File: config.mk
export PLATFORM = sky130hd
export DESIGN_NAME = pe_conv_mac_sched
export DESIGN_NICKNAME = d
export VERILOG_FILES = /design/src/rtl/pe_conv_pkg.sv /design/src/rtl/pe_stage_token_pipe.sv /design/src/rtl/pe_conv_mac_sched.sv
export SDC_FILE = /design/constraint.sdc
export NUM_CORES = 1
export LEC_CHECK = 0
export ABC_AREA = 1
export CAP_MARGIN = 20
export CORE_MARGIN = 2
export CORE_UTILIZATION = 50
export CTS_CLUSTER_DIAMETER = 100
export CTS_CLUSTER_SIZE = 12
export DETAILED_ROUTE_END_ITERATION = 10
export HOLD_SLACK_MARGIN = 0.06
export MAX_ROUTING_LAYER = met4
export PLACE_DENSITY = 0.75
export RECOVER_POWER = 100
export SYNTH_ARGS = -nofsm -noshare
export SYNTH_HDL_FRONTEND = slang
export SYNTH_SLANG_ARGS = --single-unit
File: constraint.sdc
create_clock -name clk -period 3.4 [get_ports clk]
set_input_delay 0.34 -clock clk [delete_from_list [all_inputs] [get_ports clk]]
set_output_delay 0.34 -clock clk [all_outputs]
set_load 0.02 [all_outputs]
File: src/rtl/pe_conv_pkg.sv
// Shared constants and types for the convolution PE scheduler: stage depths,
// activation modes and the scheduler state encoding.
package pe_conv_pkg;

    localparam int MAC_STAGES_DEFAULT = 7;
    localparam int DEQUANT_STAGES     = 1;
    localparam int BIAS_STAGES        = 1;
    localparam int QUANT_STAGES       = 1;

    typedef enum logic [1:0] {
        ACT_NONE,
        ACT_RELU,
        ACT_SIGMOID
    } act_mode_t;

    typedef enum logic {
        IDLE,
        ISSUE
    } sched_state_t;

    // Adder tree reduces pINPUT_PARALLEL products, plus one output register.
    function automatic int adder_stages(input int input_parallel);
        return $clog2(input_parallel) + 1;
    endfunction

    function automatic int act_stages(input act_mode_t mode);
        return (mode == ACT_NONE) ? 0 : 1;
    endfunction

endpackage

File: src/rtl/pe_stage_token_pipe.sv
// Freezable token shift register; taps[i] is a token launched i+1 unfrozen
// cycles ago and drives the matching datapath stage enable.
module pe_stage_token_pipe #(
    parameter int DEPTH = 13
) (
    input  logic             clk,
    input  logic             rst,
    input  logic             freeze,
    input  logic             token_in,
    output logic [DEPTH-1:0] taps
);

    always_ff @(posedge clk or posedge rst) begin
        if (rst) begin
            taps <= '0;
        end else if (!freeze) begin
            taps <= {taps[DEPTH-2:0], token_in};
        end
    end

endmodule

File: src/rtl/pe_conv_mac_sched.sv
// Convolution PE issue/pipeline scheduler. Optional performance counters are
// enabled by defining PE_CONV_MAC_SCHED_PERF_EN.
module pe_conv_mac_sched
    import pe_conv_pkg::*;
#(
    parameter int    pIN_CHANNEL      = 4,
    parameter int    pINPUT_PARALLEL  = 2,
    parameter int    pOUT_CHANNEL     = 32,
    parameter int    pOUTPUT_PARALLEL = 32,
    parameter int    pKERNEL_SIZE     = 3,
    parameter int    pMAC_STAGES      = MAC_STAGES_DEFAULT,
    parameter string pACTIVATION      = "relu",
    parameter int    pBIAS_NUM        = 32,
    localparam int   KK     = pKERNEL_SIZE * pKERNEL_SIZE,
    localparam int   IG     = pIN_CHANNEL / pINPUT_PARALLEL,
    localparam int   OG     = pOUT_CHANNEL / pOUTPUT_PARALLEL,
    localparam int   NISSUE = OG * IG * KK,
    localparam int   PW     = (KK > 1) ? $clog2(KK) : 1,
    localparam int   IW     = $clog2(IG) + 1,
    localparam int   OW     = $clog2(OG) + 1,
    localparam int   AW     = (NISSUE > 1) ? $clog2(NISSUE) : 1,
    localparam int   BW     = (pBIAS_NUM > 1) ? $clog2(pBIAS_NUM) : 1
) (
    input  logic          clk,
    input  logic          rst,
    input  logic          win_valid,
    output logic          win_ready,
    input  logic          stall,
    input  logic          out_ready,
    output logic [PW-1:0] pixel,
    output logic [IW-1:0] ic_group,
    output logic [OW-1:0] oc_group,
    output logic [AW-1:0] kernel_addr,
    output logic [BW-1:0] bias_addr,
    output logic          acc_clr,
    output logic          adder_en,
    output logic          dequant_en,
    output logic          bias_en,
    output logic          act_en,
    output logic          quant_en,
    output logic          buffer_en,
    output logic [OW-1:0] buffer_idx,
    output logic          valid,
`ifdef PE_CONV_MAC_SCHED_PERF_EN
    output logic [31:0]   perf_issue_cnt,
    output logic [31:0]   perf_stall_cnt,
    output logic [31:0]   perf_bp_cnt,
`endif
    output logic          busy
);

    localparam act_mode_t ACT_MODE = (pACTIVATION == "none")    ? ACT_NONE :
                                     (pACTIVATION == "sigmoid") ? ACT_SIGMOID : ACT_RELU;
    localparam int C       = act_stages(ACT_MODE);
    localparam int T_ADD   = pMAC_STAGES;
    localparam int T_DEQ   = T_ADD + adder_stages(pINPUT_PARALLEL);
    localparam int T_BIAS  = T_DEQ + DEQUANT_STAGES;
    localparam int T_ACT   = T_BIAS + BIAS_STAGES;
    localparam int T_QUANT = T_ACT + C;
    localparam int T_BUF   = T_QUANT + QUANT_STAGES;

    sched_state_t     state, state_nxt;
    logic             freeze, issue_fire, token_in;
    logic             pix_last, ic_last, oc_last, last_issue;
    logic [T_BUF-1:0] taps;

    assign freeze     = stall || (valid && !out_ready);
    assign pix_last   = (pixel == PW'(KK - 1));
    assign ic_last    = (ic_group == IW'(IG - 1));
    assign oc_last    = (oc_group == OW'(OG - 1));
    assign last_issue = pix_last && ic_last && oc_last;
    assign issue_fire = (state == ISSUE) && !freeze;
    assign token_in   = issue_fire && pix_last && ic_last;
    assign acc_clr    = issue_fire && (pixel == '0) && (ic_group == '0);

    always_ff @(posedge clk or posedge rst) begin
        if (rst) state <= IDLE;
        else     state <= state_nxt;
    end

    // An IDLE scheduler always takes a window, even while frozen; the first
    // issue then simply waits for the freeze to lift.
    always_comb begin
        state_nxt = state;
        win_ready = 1'b0;
        case (state)
            IDLE: begin
                win_ready = 1'b1;
                if (win_valid) state_nxt = ISSUE;
            end
            ISSUE: begin
                if (last_issue && !freeze) begin
                    win_ready = 1'b1;
                    if (!win_valid) state_nxt = IDLE;
                end
            end
            default: state_nxt = IDLE;
        endcase
    end

    always_ff @(posedge clk or posedge rst) begin
        if (rst) begin
            pixel       <= '0;
            ic_group    <= '0;
            oc_group    <= '0;
            kernel_addr <= '0;
        end else if (issue_fire) begin
            kernel_addr <= last_issue ? '0 : kernel_addr + 1'b1;
            if (!pix_last) begin
                pixel <= pixel + 1'b1;
            end else begin
                pixel <= '0;
                if (!ic_last) begin
                    ic_group <= ic_group + 1'b1;
                end else begin
                    ic_group <= '0;
                    oc_group <= oc_last ? '0 : oc_group + 1'b1;
                end
            end
        end
    end

    pe_stage_token_pipe #(
        .DEPTH (T_BUF)
    ) u_token_pipe (
        .clk      (clk),
        .rst      (rst),
        .freeze   (freeze),
        .token_in (token_in),
        .taps     (taps)
    );

    assign adder_en   = taps[T_ADD-1]   && !freeze;
    assign dequant_en = taps[T_DEQ-1]   && !freeze;
    assign bias_en    = taps[T_BIAS-1]  && !freeze;
    assign act_en     = (C > 0) && taps[T_ACT-1] && !freeze;
    assign quant_en   = taps[T_QUANT-1] && !freeze;
    assign buffer_en  = taps[T_BUF-1]   && !freeze;
    assign busy       = (state != IDLE) || (|taps);

    // valid is a single-beat handshake; a new completion takes priority over
    // the clear so a back-to-back result is never lost.
    always_ff @(posedge clk or posedge rst) begin
        if (rst) begin
            bias_addr  <= '0;
            buffer_idx <= '0;
            valid      <= 1'b0;
        end else begin
            if (bias_en)
                bias_addr <= (bias_addr == BW'(pBIAS_NUM - 1)) ? '0 : bias_addr + 1'b1;
            if (buffer_en)
                buffer_idx <= (buffer_idx == OW'(OG - 1)) ? '0 : buffer_idx + 1'b1;
            if (buffer_en && (buffer_idx == OW'(OG - 1)))
                valid <= 1'b1;
            else if (out_ready)
                valid <= 1'b0;
        end
    end

`ifdef PE_CONV_MAC_SCHED_PERF_EN
    always_ff @(posedge clk or posedge rst) begin
        if (rst) begin
            perf_issue_cnt <= '0;
            perf_stall_cnt <= '0;
            perf_bp_cnt    <= '0;
        end else begin
            if (issue_fire && (perf_issue_cnt != '1)) perf_issue_cnt <= perf_issue_cnt + 1'b1;
            if (stall && (perf_stall_cnt != '1))      perf_stall_cnt <= perf_stall_cnt + 1'b1;
            if (valid && !out_ready && (perf_bp_cnt != '1)) perf_bp_cnt <= perf_bp_cnt + 1'b1;
        end
    end
`endif

endmodule

==> results of run 1 <==
synth_stat cells (all sizes together):
library cell | number | share of area (%)
o21bai | 4 | 1.9
dfrtp | 31 | 49
inv | 28 | 6.7
conb | 1 | 0.24
nor2 | 14 | 5.0
nand3 | 15 | 4.8
o21ai | 18 | 6.9
nor3 | 1 | 0.63
nand4 | 8 | 3.2
xor2 | 1 | 0.56
nor4 | 1 | 0.40
or2 | 3 | 1.2
ha | 5 | 4.0
nand2 | 43 | 11
buf | 5 | 2.9
o22ai | 1 | 0.40
a21oi | 2 | 0.87
final timing paths:
kind / slack [ns] / endpoint / startpoint / cells after the start
max reg2reg: 1.57 / bias_addr[1] / valid / 5
max in group asynchronous: 1.39 / bias_addr[2] / rst / 3
min reg2reg: 0.49 / ic_group[1] / ic_group[0] / 1
max: 0.64 / win_ready / out_ready / 6
min: 0.49 / ic_group[1] / ic_group[0] / 1
min in group asynchronous: 1.03 / pixel[1] / rst / 3
sequential cells by signal, summed over array words and instances (netlist names):
name / cells
u_token_pipe.taps: 13
state: 1
valid: 1
ic_group: 2
pixel: 4
bias_addr: 5
kernel_addr: 5
area by class of cell:
| cell class | count | share of cell area, % |
|---|---|---|
| clock inverters | 1 | 0.265 |
| clock buffers | 7 | 2.38 |
| multi-input cells | 118 | 31.4 |
| flip-flops and latches | 31 | 41.0 |
| inverters | 28 | 5.56 |
| well taps | 44 | 2.91 |
| repair buffers | 32 | 16.5 |
cell families after synthesis:
family / count (synthesis) / synth area share (%)
AO/OA/AOI/OAI: 25 / 10.1
AND/OR/NAND/NOR: 85 / 26.3
XOR/XNOR: 1 / 0.556
adder cells (fa/ha/maj): 5 / 3.97
buffers and inverters: 33 / 9.60
flip-flops: 31 / 49.2
other: 1 / 0.238
routing by layer:
layer  vias to the layer above  global-route usage (%)  part of all wire (%)
li1                        644                       -                     -
met1                       603                    29.3                    47
met2                        45                    30.6                    47
met3                         2                    7.58                   5.2
met4                         0                    8.57                  0.61
met5                         -                       -                     0
stage by stage:
step | setup WS, ns | instances
after floorplan | 1.79 | 182
after global placement | 1.12 | 253
after detailed placement | 1.09 | 253
after CTS | 0.873 | 261
after global routing | 0.487 | 261
final | 0.640 | 261
power by group:
group	total, mW	switching [mW]	internal [mW]	leakage, nW
clock	0.207	0.127	0.0805	0.0293
combinational	0.459	0.264	0.195	0.512
sequential	0.541	0.0961	0.445	0.406
==> results.md, run 1 <==
- Commonest non-fill, non-tap cell in the layout: nand2_1
- P&R area growth vs syn: 20.0%
- Ports: 33
- Ant. Diodes: 0
- Max transition margin: -12.6%
- Multi-input logic area: 594 µm²
- Clock Tree Buf Depth: 2
- Slowest cell delay on critical path: 0.72 ns
- Pwr dens: 638 mW/mm²
- CP max stage cell: dlygate4sd3_1
- Chip Height: 60.2 µm
- Setup Crit Path Kind: in2out
- Drt wl/cell: 12.6 µm
- Failing checks: max-capacitance violations, max-slew violations
- CTS H-tree lvls: 2
- Detailed Place HPWL: 2.34 mm
- Final hold viol count: 0
- Leakage: 0.947 nW
- Nets@finish: 226
- Detailed Routing Iterations Pass 1: 5
- Family with the most delay on the worst path: buffers and inverters
- Routed Wire Length: 3.29 mm
- First-pass GRT wire length: 5.62 mm
- Min Hold Slack: 0.492 ns
- Fin util: 62.5%
- Synth Instances: 181
- # resized after CTS: 0
- Die footprint: 0.00362 mm²
- Core area: 0.00303 mm²
- Cts hold-fix bufs: 0
- Pins Over Slew Limit: 32
- Post-route DRC: 0
- Yosys cell types: 28
- Slew at the pin closest to its max-slew limit: 1.69 ns
- Pin count of the biggest net entering global routing: 32
- Mapped Area: 0.00158 mm²
- Setup Fix Bufs, Post-CTS: 0
- Total of max-cap violations: 1
- Total negative slack: 0 ns
- Vias/cell: 4.96
- Fin crit period: 2.76 ns
- Root buf cell: clkbuf_4
- Vias in the first global route: 1234
- CP required: 3.06 ns
- Fin crit share: 81.2%
- Final GP Congestion: 0.808
- Num rows: 20
- DR vias: 1294
- GRT Total Usage: 22.0%
- Worst clock skew: 0.00311 ns
- CTS buffer count: 5
- Register bit total from synthesis: 31
- CP Buf/Inv Count: 3
- Die X: 60.2 µm
- 1st-iter DRT viols: 72
- Synthesis warning total: 0
- Critical Path End Type: primary output
- Peak VDD IR: 381 µV
- Final number of setup-violating endpoints: 0
- CP Max Fanout: 18
- Type of origin of the critical path: primary input
- WP data arrival: 2.42 ns
- Post-synthesis sequential area ratio: 49.2%
- Status: finished with violations
- Layout cells sized above 1: 5.99%
- Post-route design area: 0.00189 mm²
- Final ANT Viol Nets: 0
- Reg area: 776 µm²
- IO buf count: 30
- Initial Utilization: 52.1%
- Total grt overflow: 0
- Skew-Pair Late Insertion Delay: 0.33 ns
- RSZ-0062 raised after global routing: no
- Placed cell area: 0.00190 mm²
- CTS tree: built
- Worst-path cell chain: dlygate4sd3_1 -> inv_1 -> nand2_1 -> nand2_1 -> o21ai_0 -> dlygate4sd3_1
- Hold Crit Class: reg2reg
- Fill count: 290
- Power, Total: 1.21 mW
- Avg Inst Size Synth: 8.71 µm²
- Clock sinks: 31
- Clock transition at the registers of the reported paths: 0.09 ns
- Maximum clock frequency: 362 MHz
- Commonest cells after routing, fill and taps aside: nand2_1 (42), dfrtp_1 (31), inv_1 (28), dlygate4sd3_1 (28), o21ai_0 (17)
- Initial antenna violation count: 0
Note: power is estimated with default switching activity, not from simulation.
==> inputs of run 2 (changes only) <==
==> constraint.sdc (replaced) <==
create_clock -name clk -period 2.6 [get_ports clk]
set_input_delay 0.26 -clock clk [delete_from_list [all_inputs] [get_ports clk]]
set_output_delay 0.26 -clock clk [all_outputs]
set_load 0.02 [all_outputs]
==> run 2 against run 1 <==
  * The run still ends with max-capacitance violations, max-slew violations left
  * First-iteration DRC count down 42%
  * Routed wire length down 1.2%
  * Worst hold slack worse by 0.034 ns
  * Critical path depth down 1
  * Worst setup slack worse by 0.31 ns
  * Clock skew down 0.0016 ns
  * Combinational power up 31%
  * Critical endpoint is now acc_clr
==> results.md, run 2 (synthesis results as in run 1) <==
- Status: finished with violations (unchanged)
- Failing checks: max-capacitance violations, max-slew violations (unchanged)
- Post-route DRC: 0 (unchanged)
- Reg area: 776 µm² (unchanged)
- Reg2reg start: valid (unchanged)
- P&R area growth vs syn: 21.8% (was 20.0%)
- Pins Over Slew Limit: 32 (unchanged)
- Ports: 33 (unchanged)
- Placed Instances: 254 (was 253)
- Hold Crit Class: in2reg (was reg2reg)
- Top flop regs: u_token_pipe.taps: 13 flops, bias_addr: 5 flops, kernel_addr: 5 flops (unchanged)
- Setup Fix Bufs, Post-CTS: 0 (unchanged)
- Commonest cells after routing, fill and taps aside: nand2_1 (42), dfrtp_1 (31), inv_1 (28), dlygate4sd3_1 (26), o21ai_0 (17) (was nand2_1 (42), dfrtp_1 (31), inv_1 (28), dlygate4sd3_1 (28), o21ai_0 (17))
- Vias/cell: 4.96 (about the same)
- Type of origin of the critical path: flip-flop (was primary input)
- Clock sinks: 31 (unchanged)
- Worst clock skew: 0.00150 ns (was 0.00311 ns)
- Post-route design area: 0.00192 mm² (was 0.00189 mm²)
- IO buf count: 30 (unchanged)
- Initial antenna violation count: 0 (unchanged)
- RSZ-0062 raised after global routing: no (unchanged)
- DR vias: 1299 (was 1294)
- Family with the most delay on the worst path: buffers and inverters (unchanged)
- Final ANT Viol Nets: 0 (unchanged)
- Fin crit share: 87.3%
- Final WS setup: 0.331 ns (was 0.640 ns)
- Chip Height: 60.2 µm (unchanged)
- Fill count: 288 (was 290)
- Cts hold-fix bufs: 0 (unchanged)
- Root buf cell: clkbuf_4 (unchanged)
- CP Max Fanout: 5 (was 18)
- Max transition margin: -11.7% (was -12.6%)
- Placed cell area: 0.00191 mm² (was 0.00190 mm²)
- Core area: 0.00303 mm² (unchanged)
- Detailed Place HPWL: 2.38 mm (was 2.34 mm)
- Met1 wire length: 1.51 mm (was 1.55 mm)
- Commonest non-fill, non-tap cell in the layout: nand2_1 (unchanged)
- Total of max-cap violations: 1 (unchanged)
- Total grt overflow: 0 (unchanged)
- WP data arrival: 2.01 ns (was 2.42 ns)
- Final hold viol count: 0 (unchanged)
- Die X: 60.2 µm (unchanged)
- Top reg by flops: u_token_pipe.taps (unchanged)
- Clock Tree Buf Depth: 2 (unchanged)
- Clock transition at the registers of the reported paths: 0.09 ns (about the same)
- Non-filler instance count after layout: 262 (was 261)
- CTS buffer count: 5 (unchanged)
- 1st-iter DRT viols: 42 (was 72)
- Nets@finish: 227 (was 226)
- Skew-Pair Late Insertion Delay: 0.33 ns (about the same)
- Drt wl/cell: 12.4 µm (was 12.6 µm)
- Leakage: 0.951 nW (was 0.947 nW)
- Max layer used: met4 (unchanged)
- Critical Path Start: pixel[0] (was out_ready)
- Met3 wire length: 148 µm (was 170 µm)
- Reg2reg path depth: 6 (was 5)
- Detailed Routing Iterations Pass 1: 4 (was 5)
- CTS tree: built (unchanged)
- Setup Crit Path Kind: reg2out (was in2out)
- Worst-path cell chain: inv_1 -> ha_1 -> nand2_1 -> nor3_2 -> dlygate4sd3_1 (was dlygate4sd3_1 -> inv_1 -> nand2_1 -> nand2_1 -> o21ai_0 -> dlygate4sd3_1)
- Vias in the first global route: 1263 (was 1234)
- # resized after CTS: 0 (unchanged)
- Max reg flops: 13 (unchanged)
- Final number of setup-violating endpoints: 0 (unchanged)
- Ant. Diodes: 0 (unchanged)
- Worst hold path depth: 3 (was 1)
- Num rows: 20 (unchanged)
- Worst Min Path Start: win_valid (was ic_group[0])
- GRT Total Usage: 21.5% (was 22.0%)
- Slew at the pin closest to its max-slew limit: 1.68 ns (was 1.69 ns)
- DP Worst Slack: 0.456 ns (was 1.09 ns)
- CTS H-tree lvls: 2 (unchanged)
- Final GP Congestion: 0.843 (was 0.808)
- Routed wl met2: 1.53 mm (was 1.55 mm)
- CP required: 2.34 ns (was 3.06 ns)
- Routed Wire Length: 3.25 mm (was 3.29 mm)
- Layout cells sized above 1: 6.88% (was 5.99%)
- Initial Utilization: 52.1% (unchanged)
- CP Buf/Inv Count: 2 (was 3)
- Critical Path End Type: primary output (unchanged)
- Pin count of the biggest net entering global routing: 32 (unchanged)
- Peak VDD IR: 514 µV (was 381 µV)
- WP depth: 5 (was 6)
- Total negative slack: 0 ns (unchanged)
- Maximum clock frequency: 441 MHz
- First-pass GRT wire length: 5.41 mm (was 5.62 mm)
- Pwr dens: 848 mW/mm² (was 638 mW/mm²)
- Multi-input logic area: 607 µm² (was 594 µm²)
- CP max stage cell: dlygate4sd3_1 (unchanged)
- Slowest cell delay on critical path: 0.69 ns (was 0.72 ns)
- Die footprint: 0.00362 mm² (unchanged)
- Fin crit period: 2.27 ns
run 2: changes by cell type in the layout (fill, tap and decap cells not counted):
cell and change:
clkinv_2 -1, nand2_2 -1, nor2_4 +1, nand2_4 +1
clkdlybuf4s50_1 +1, dlygate4sd3_1 -2, clkbuf_1 +1, clkbuf_8 +2
nor2_1 -1
run 2: worst register-to-register path: stages, from the launching register on:
cell	delay (ns)
dfrtp_1	0.40
a21oi_1	0.15
clkbuf_1	0.40
nand2_1	0.28
nor2_1	0.22
nand2_1	0.08
nand2_1	0.06
run 2: layout make-up:
class                   count  area share, %
flip-flops and latches     31           40.4
multi-input cells         118           31.6
repair buffers             33           16.1
inverters                  28           5.47
clock buffers               8           3.58
well taps                  44           2.87
run 2: stage by stage:
step / power (mW) / util, % / hold slack, ns
floorplan: 1.09 / - / 0.359
global placement: 1.34 / 63.1 / 0.472
detailed placement: 1.38 / 63.1 / 0.483
CTS: 1.71 / 65.4 / 0.315
global route: 1.75 / 63.4 / 0.444
finish: 1.63 / 63.4 / 0.458
run 2: per-layer routing:
metal | track usage, % | vias to the layer above
met2 | 33.9 | 29
met4 | 8.57 | 0
met3 | 6.71 | 4
li1 | - | 652
met1 | 25.6 | 614
met5 | - | -
run 2: where the power goes:
part | internal [mW] | switching, mW | total [mW]
combinational | 0.258 | 0.342 | 0.600
clock | 0.159 | 0.162 | 0.321
sequential | 0.583 | 0.125 | 0.708
run 2: final timing paths:
check / endpoint / slack (ns)
worst min register to register: ic_group[1] / 0.48
max in group asynchronous: valid / 0.68
worst min-delay path: state / 0.46
worst max register to register: bias_addr[1] / 0.96
worst max-delay path: acc_clr / 0.33
min in group asynchronous: kernel_addr[0] / 0.95
==> inputs of run 3 (changes only) <==
--- a/config.mk
+++ b/config.mk
@@ -7,7 +7,7 @@
 export LEC_CHECK = 0
 export ABC_AREA = 1
 export CAP_MARGIN = 20
-export CORE_MARGIN = 2
+export CORE_MARGIN = 5
 export CORE_UTILIZATION = 50
 export CTS_CLUSTER_DIAMETER = 100
 export CTS_CLUSTER_SIZE = 12
==> run 3 against run 2 <==
  * The flow still finishes with violations (max-capacitance violations, max-slew violations)
  * Sequential share of layout area shrank 0.26 points
  * Clock power fell by 2%
  * Worst setup slack lost 0.16 ns
  * Global-route usage down 4.0 points
  * Combinational power is essentially flat
  * Highest routed layer unchanged
  * Via count is 1.6% higher
  * Register-to-register slack better by 0.04 ns
  * Fmax is 6.5% lower
  * Die area up 21%
  * Largest cell class unchanged
  * Critical path depth increased by 2
  * Utilization grew 0.41 points
  * First-iteration DRC count up 86%
==> results.md, run 3 (synthesis results as in run 1) <==
- Final GP Congestion: 0.808 (was 0.843)
- R2R Setup Slk: 1.00 ns (was 0.96 ns)
- Fin crit period: 2.43 ns (was 2.27 ns)
- Fin crit share: 93.3% (was 87.3%)
- Post-route DRC: 0 (unchanged)
- Multi-input logic area: 613 µm² (was 607 µm²)
- IO buf count: 30 (unchanged)
- CTS buffer count: 5 (unchanged)
- Pin count of the biggest net entering global routing: 32 (unchanged)
- Type of origin of the critical path: flip-flop (unchanged)
- Cts hold-fix bufs: 0 (unchanged)
- Commonest cells after routing, fill and taps aside: nand2_1 (41), dfrtp_1 (31), inv_1 (28), dlygate4sd3_1 (26), o21ai_0 (16) (was nand2_1 (42), dfrtp_1 (31), inv_1 (28), dlygate4sd3_1 (26), o21ai_0 (17))
- Initial antenna violation count: 0 (unchanged)
- Detailed Place HPWL: 2.39 mm (was 2.38 mm)
- GRT Total Usage: 17.5% (was 21.5%)
- Top flop regs: u_token_pipe.taps: 13 flops, bias_addr: 5 flops, kernel_addr: 5 flops (unchanged)
- Final ANT Viol Nets: 0 (unchanged)
- Reg area: 776 µm² (unchanged)
- Failing checks: max-capacitance violations, max-slew violations (unchanged)
- Layout cells sized above 1: 7.80% (was 6.88%)
- Total of max-cap violations: 1 (unchanged)
- Pwr dens: 842 mW/mm² (was 848 mW/mm²)
- Die X: 66.2 µm (was 60.2 µm)
- P&R area growth vs syn: 22.6% (was 21.8%)
- Final number of setup-violating endpoints: 0 (unchanged)
- Top reg by flops: u_token_pipe.taps (unchanged)
- CTS tree: built (unchanged)
- Drt wl/cell: 12.5 µm (was 12.4 µm)
- Detailed Routing Iterations Pass 1: 4 (unchanged)
- Fill count: 274 (was 288)
- Routed Wire Length: 3.29 mm (was 3.25 mm)
- Total negative slack: 0 ns (unchanged)
- Final hold viol count: 0 (unchanged)
- Num rows: 20 (unchanged)
- Skew-Pair Late Insertion Delay: 0.32 ns (was 0.33 ns)
- # resized after CTS: 0 (unchanged)
- CP required: 2.34 ns (about the same)
- Maximum clock frequency: 412 MHz (was 441 MHz)
- Initial Utilization: 52.1% (unchanged)
- Chip Height: 66.2 µm (was 60.2 µm)
- 1st-iter DRT viols: 78 (was 42)
- Vias in the first global route: 1331 (was 1263)
- Slew at the pin closest to its max-slew limit: 1.65 ns (was 1.68 ns)
- WP data arrival: 2.17 ns (was 2.01 ns)
- Clock Tree Buf Depth: 2 (unchanged)
- Clock transition at the registers of the reported paths: 0.10 ns (was 0.09 ns)
- Post-route design area: 0.00193 mm² (was 0.00192 mm²)
- Commonest non-fill, non-tap cell in the layout: nand2_1 (unchanged)
- Ports: 33 (unchanged)
- Setup Fix Bufs, Post-CTS: 0 (unchanged)
- Status: finished with violations (unchanged)
- Hold Crit Class: in2reg (unchanged)
- Clock sinks: 31 (unchanged)
- Max transition margin: -10.2% (was -11.7%)
- DR vias: 1320 (was 1299)
- Vias/cell: 5.04 (was 4.96)
- Root buf cell: clkbuf_4 (unchanged)
- Critical Path End Type: primary output (unchanged)
- CTS H-tree lvls: 2 (unchanged)
- Worst clock skew: 0.00887 ns (was 0.00150 ns)
- Ant. Diodes: 0 (unchanged)
- Nets@finish: 227 (unchanged)
- Peak VDD IR: 572 µV (was 514 µV)
- CP Max Fanout: 7 (was 5)
- Fin util: 63.8% (was 63.4%)
- Total grt overflow: 0 (unchanged)
- Die footprint: 0.00438 mm² (was 0.00362 mm²)
- Core area: 0.00303 mm² (unchanged)
- Leakage: 0.956 nW (was 0.951 nW)
- Max reg flops: 13 (unchanged)
- Min Hold Slack: 0.463 ns (was 0.458 ns)
- First-pass GRT wire length: 5.78 mm (was 5.41 mm)
- Placed cell area: 0.00191 mm² (unchanged)
- Setup Crit Path Kind: reg2out (unchanged)
- Pins Over Slew Limit: 32 (unchanged)
- RSZ-0062 raised after global routing: no (unchanged)
## run 3: cell count changes in the layout (fill, tap and decap cells not counted)
cell	previous run	this run
o21ai_0	17	16
clkdlybuf4s50_1	3	4
nand2_2	0	1
clkbuf_1	4	3
o21ai_2	0	1
nand2_1	42	41
## run 3: critical path, stage by stage, from the launching register on
cell	delay, ns
dfrtp_1	0.44
inv_1	0.11
ha_1	0.21
nand2_1	0.08
nor2_2	0.10
nand2_2	0.12
o21ai_2	0.16
clkdlybuf4s50_1	0.63
## run 3: metrics by stage
stage | power [mW] | setup WS [ns] | instances
after floorplan | 1.09 | 1.07 | 182
after global placement | 1.35 | 0.487 | 254
after detailed placement | 1.39 | 0.459 | 254
after CTS | 1.71 | 0.150 | 262
after global routing | 1.76 | 0.0446 | 262
final | 1.63 | 0.174 | 262
## run 3: area by class of cell
type | count | share of cell area [%]
timing repair buffer | 33 | 16.3
sequential | 31 | 40.1
inverter | 28 | 5.44
multi-input combinational | 118 | 31.7
clock buffer | 8 | 3.56
tap | 44 | 2.85
## run 3: worst paths after layout
path	from	end	depth (start not counted)
worst min register to register	u_token_pipe.taps[6]	u_token_pipe.taps[6]	2
worst min-delay path	win_valid	state	3
min in group asynchronous	rst	pixel[0]	3
worst max register to register	valid	bias_addr[3]	6
worst max-delay path	pixel[0]	win_ready	7
max in group asynchronous	rst	u_token_pipe.taps[4]	3
## run 3: metal layers
metal  track usage, %  wire length (µm)  vias to the layer above
met5                -                 0                        -
met4             5.58                11                        0
met3             4.42               178                        2
met2             28.1              1560                       34
met1             21.6              1540                      633
li1                 -                 -                      651
## run 3: where the power goes
part           internal (mW)  switching, mW
registers              0.582          0.130
logic                  0.257          0.344
clock network          0.159          0.156
